==> src/rtl/i2s_adc_rx.sv <==
// rtl/i2s_adc_rx.sv - I2S ADC capture engine with first-word-fall-through output FIFO
// Define I2S_ADC_RX_LJ_EN for left-justified framing (MSB sampled on the lrck edge cycle).
module i2s_adc_rx #(
  parameter int DATA_W  = 16,
  parameter int DEPTH   = 4,
  parameter int CH_MODE = 2
) (
  input  logic                    clk,
  input  logic                    rst,
  input  logic                    enable,
  input  logic                    AUD_ADCLRCK,
  input  logic                    AUD_ADCDAT,
  output logic [DATA_W-1:0]       out_data,
  output logic                    out_chan,
  output logic                    out_valid,
  input  logic                    out_ready,
  output logic [$clog2(DEPTH):0]  fifo_level,
  output logic                    overflow,
  output logic                    frame_err
);
  localparam int AW = $clog2(DEPTH);
  localparam int LW = AW + 1;
  localparam int CW = $clog2(DATA_W);
  localparam logic [CW-1:0] LAST = CW'(DATA_W - 1);
`ifdef I2S_ADC_RX_LJ_EN
  localparam logic [CW-1:0] START = CW'(1);
`else
  localparam logic [CW-1:0] START = CW'(0);
`endif

  typedef enum logic [1:0] {IDLE, SYNC, SHIFT, WAIT} state_t;

  state_t            state;
  logic              lrck_d;
  logic              enable_d;
  logic              cur_chan;
  logic [CW-1:0]     bit_cnt;
  logic [DATA_W-1:0] shreg;
  logic [DATA_W:0]   mem [DEPTH];
  logic [AW-1:0]     wr_ptr;
  logic [AW-1:0]     rd_ptr;

  logic              is_edge;
  logic              edge_chan;
  logic              wanted;
  logic              sync_ok;
  logic              push;
  logic              do_pop;
  logic              accept;
  logic [DATA_W-1:0] push_word;
  logic [AW-1:0]     rd_next;

  always_comb begin
    is_edge   = AUD_ADCLRCK != lrck_d;
    edge_chan = AUD_ADCLRCK;
    case (CH_MODE)
      0:       wanted = !edge_chan;
      1:       wanted = edge_chan;
      default: wanted = 1'b1;
    endcase
    // Stereo capture must begin on a left half-frame so L always precedes R.
    sync_ok   = is_edge && ((CH_MODE == 2) ? !edge_chan : wanted);
    push      = enable && (state == SHIFT) && (bit_cnt == LAST);
    push_word = {shreg[DATA_W-2:0], AUD_ADCDAT};
    do_pop    = out_valid && out_ready;
    accept    = push && ((fifo_level != LW'(DEPTH)) || do_pop);
    rd_next   = rd_ptr + AW'(1);
  end

  assign out_valid = fifo_level != '0;

  always_ff @(posedge clk) begin
    if (rst) begin
      state     <= IDLE;
      lrck_d    <= 1'b0;
      enable_d  <= 1'b0;
      cur_chan  <= 1'b0;
      bit_cnt   <= '0;
      shreg     <= '0;
      frame_err <= 1'b0;
      overflow  <= 1'b0;
    end else begin
      lrck_d    <= AUD_ADCLRCK;
      enable_d  <= enable;
      frame_err <= 1'b0;
      // The word is simply the last DATA_W bits seen; bit_cnt decides when it is complete.
      shreg     <= push_word;
      if (push && !accept)
        overflow <= 1'b1;
      else if (enable && !enable_d)
        overflow <= 1'b0;

      if (!enable) begin
        state <= IDLE;
      end else begin
        case (state)
          IDLE: state <= SYNC;
          SYNC: begin
            if (sync_ok) begin
              state    <= SHIFT;
              cur_chan <= edge_chan;
              bit_cnt  <= START;
            end
          end
          SHIFT, WAIT: begin
            if (is_edge) begin
              if (state == SHIFT && bit_cnt != LAST)
                frame_err <= 1'b1;
              if (wanted) begin
                state    <= SHIFT;
                cur_chan <= edge_chan;
                bit_cnt  <= START;
              end else begin
                state <= WAIT;
              end
            end else if (state == SHIFT) begin
              if (bit_cnt == LAST)
                state <= WAIT;
              else
                bit_cnt <= bit_cnt + CW'(1);
            end
          end
          default: state <= IDLE;
        endcase
      end
    end
  end

  always_ff @(posedge clk) begin
    if (accept)
      mem[wr_ptr] <= {cur_chan, push_word};
  end

  always_ff @(posedge clk) begin
    if (rst) begin
      wr_ptr     <= '0;
      rd_ptr     <= '0;
      fifo_level <= '0;
      out_data   <= '0;
      out_chan   <= 1'b0;
    end else begin
      if (accept)
        wr_ptr <= wr_ptr + AW'(1);
      if (do_pop)
        rd_ptr <= rd_next;
      fifo_level <= fifo_level + LW'(accept) - LW'(do_pop);
      // Head register holds its value when the FIFO drains empty.
      if (do_pop && fifo_level > LW'(1))
        {out_chan, out_data} <= mem[rd_next];
      else if (accept && (fifo_level == '0 || do_pop))
        {out_chan, out_data} <= {cur_chan, push_word};
    end
  end

endmodule
==> config.mk <==
export PLATFORM = sky130hd
export DESIGN_NAME = i2s_adc_rx
export DESIGN_NICKNAME = d
export VERILOG_FILES = /design/src/rtl/i2s_adc_rx.sv
export SDC_FILE = /design/constraint.sdc
export NUM_CORES = 1
export LEC_CHECK = 0
export ABC_AREA = 1
export CAP_MARGIN = 20
export CORE_AREA = 2 2 110 112
export DETAILED_ROUTE_END_ITERATION = 12
export DIE_AREA = 0 0 112 114
export PLACE_DENSITY = 0.72
export SLEW_MARGIN = 20
export SYNTH_ARGS = -nofsm -noshare
export SYNTH_HDL_FRONTEND = slang
export SYNTH_SLANG_ARGS = --single-unit
==> constraint.sdc <==
create_clock -name clk -period 2.9 [get_ports clk]
set_input_delay 0.29 -clock clk [delete_from_list [all_inputs] [get_ports clk]]
set_output_delay 0.29 -clock clk [all_outputs]
set_load 0.01 [all_outputs]
==> metrics.yaml <==
sta:
  relSlewSlack_pct: 49.0
  fmax_ghz: 0.428
  timing.final.crit_period_ns: 2.34
  worst_slew_pin_slew_ns: 0.764
  rsz0062_at_grt: "false"
  fin_crit_sh_pct: 80.6
  maxSlewViolCount: 0
  setup_violations: 0
  skew_ns: 0.00924
  hold_viol_final: 0
  setup_tns_ns: 0
clock_tree:
  cts_made_buffers: 17
  holdBufCountCts: 0
  cts.sinks: 118
  worst_skew_pair.late_latency_ns: 0.41
  path_clk_slew_ns: 0.06
  h-tree-depth: 4
  cts_buffer_depth: 2
  cts-root-buf: "clkbuf_16"
  cts-resized-gates: 0
  cts_tree: "built"
  cts_setup_buffers: 0
worst_hold_path:
  hold_class: "flip-flop to flip-flop"
  worstHoldEndpoint: "overflow"
  min_path_cells: 2
  worstHoldStart: "overflow"
logic_synthesis:
  ys_seq_elements: 118
  avgSynthCellArea_um2: 9.24
  synthCells: 549
  synthesis.area_um2: 5070
  syn_nets: 566
  ys_types: 26
  yosys_warnings: 0
  synth_area_leaders: "edfxtp_1 40%, dfxtp_1 20%, nand2_1 16%"
  ys_seq_area_share_pct: 60.0
  synth_area_leader_cell: "edfxtp_1"
  synth_top_cell_area_share_pct: 40.3
setup_path:
  cp_slowest_cell: "fa_1"
  crit_family: "adder cells"
  reg2reg_slack_ns: 0.56
  cp.arrival_ns: 2.62
  crit_chain: "ha_1 -> nand3_2 -> nor2_4 -> nand2_1 -> ha_1 -> inv_1 -> ha_1 -> fa_1 -> xor2_1 -> nor2_1"
  r2r_start: "bit_cnt[1]"
  cp_max_fo: 9
  startpoint_type: "flip-flop"
  reg2reg_depth: 10
  crit_top_cell: "ha_1"
  path_class: "flip-flop to flip-flop"
  r2r_end: "fifo_level[2]"
  critPathCaptureType: "flip-flop"
  crit_required_ns: 3.18
  critPathMaxStageDelay_ns: 0.37
  path_buf_inv: 1
global_route:
  grt_pass1_wl_um: 17500
  overflow: 0
  grt_max_degree: 35
  grt_pass1_vias: 3652
  grt_usage_pct: 17.8
  antenna_found_initial: 0
power:
  p_leak_nw: 2.67
  vdd_drop_max_uv: 447
  power_density_nw_per_um2: 878
routing:
  routedWlPerCell_um: 14.2
  viasPerCell: 4.97
  finalWirelength_um: 10600
  dr.pass1.iters: 5
  antenna_left: 0
  vias: 3708
  drtIter0Drc: 257
  drc: 0
layout:
  diodes: 0
  layout-drive-gt1-share_pct: 12.4
  layout_commonest_cell: "nand2_1"
  num-nets-final: 603
  layout_common_cells: "210 x nand2_1, 68 x edfxtp_1, 65 x inv_1"
  design_area_um2: 6140
  area_growth_pct: 21.0
die:
  dieHeight_um: 114
  core_um2: 11700
  fp.dieW_um: 112
  die_area_um2: 12800
  row_count: 40
  ios: 29
  initial_utilization_pct: 43.3
status:
  status: "completed"
placed_design:
  place.gp.congestion: 0.758
  portBuffers: 28
  post_dp_cell_area_um2: 5490
  dp_hpwl_um: 6410
job:
  maxCapViolCount: 0
==> synthesized netlist by cell type (all sizes together) <==
cell type,n
nand2,213
inv,69
edfxtp,68
dfxtp,50
nand3,44
nor2,34
a21oi,28
buf,14
ha,10
o21ai,7
clkbuf,5
nand4,3
a41oi,1
fa,1
nor4,1
xor2,1
==> stage by stage <==
stage | util [%] | std cells | setup slack, ns | power, mW | hold WS, ns
after floorplan | - | 549 | 0.779 | 2.84 | 0.389
after global placement | 46.9 | 714 | 0.431 | 3.22 | 0.466
after detailed placement | 46.9 | 714 | 0.324 | 3.25 | 0.476
after CTS | 52.4 | 746 | 0.549 | 5.44 | 0.485
after global routing | 52.4 | 746 | 0.381 | 5.69 | 0.508
final | 52.4 | 746 | 0.561 | 5.39 | 0.481
==> power breakdown <==
| group | switching, mW | total, mW | leakage [nW] | internal (mW) |
|---|---|---|---|---|
| sequential | 0.0888 | 1.94 | 1.04 | 1.85 |
| combinational | 0.800 | 1.28 | 1.30 | 0.479 |
| clock | 0.724 | 2.17 | 0.325 | 1.45 |
==> flip-flops by register name, summed over array words and instances (netlist names) <==
register and flops:
bit_cnt 4, cur_chan 1, enable_d 1, fifo_level 3, frame_err 1, lrck_d 1, mem 68, out_chan 1
out_data 16, overflow 1, rd_ptr 2, shreg 15, state 2, wr_ptr 2
==> cell families (layout without fill, tap and decap cells) <==
family	after synthesis	count (layout)	synth area share [%]
xor+xnor	1	1	0.173
buf+inv	88	138	7.52
fa+ha+maj	11	11	2.86
simple gates	295	295	25.1
compound gates	36	36	4.37
flops	118	118	60.0
==> routing by layer <==
layer  up-vias  GRT usage (%)  share of wire [%]
met5         -              0                  0
met4         0           7.15                1.9
met3        17           4.94                5.0
met2        99           31.3                 52
met1      1764           20.8                 42
li1       1828              -                  -
==> worst max path at each step <==
stage	start	end	slack, ns	cells past startpoint
after detailed placement	enable	fifo_level[2]	0.32	10
after global routing	bit_cnt[1]	fifo_level[2]	0.38	10
final	bit_cnt[1]	fifo_level[2]	0.56	10
after global placement	enable	fifo_level[2]	0.43	10
after CTS	bit_cnt[1]	fifo_level[2]	0.55	10
after floorplan	bit_cnt[0]	fifo_level[2]	0.78	10
==> area by class of cell <==
class	count	area, µm²
Sequential cell	118	3040
Tap cell	147	184
Clock buffer	26	607
Fill cell	1074	5570
Timing Repair Buffer	37	360
Multi-Input combinational cell	343	1650
Clock inverter	6	38.8
Inverter	69	259
==> tightest hold or removal path, cell delays in order, from the launching register on <==
cell     delay [ns]
dfxtp_1        0.30
o21ai_0        0.07
a21oi_1        0.06
Note: power is estimated with default switching activity, not from simulation.
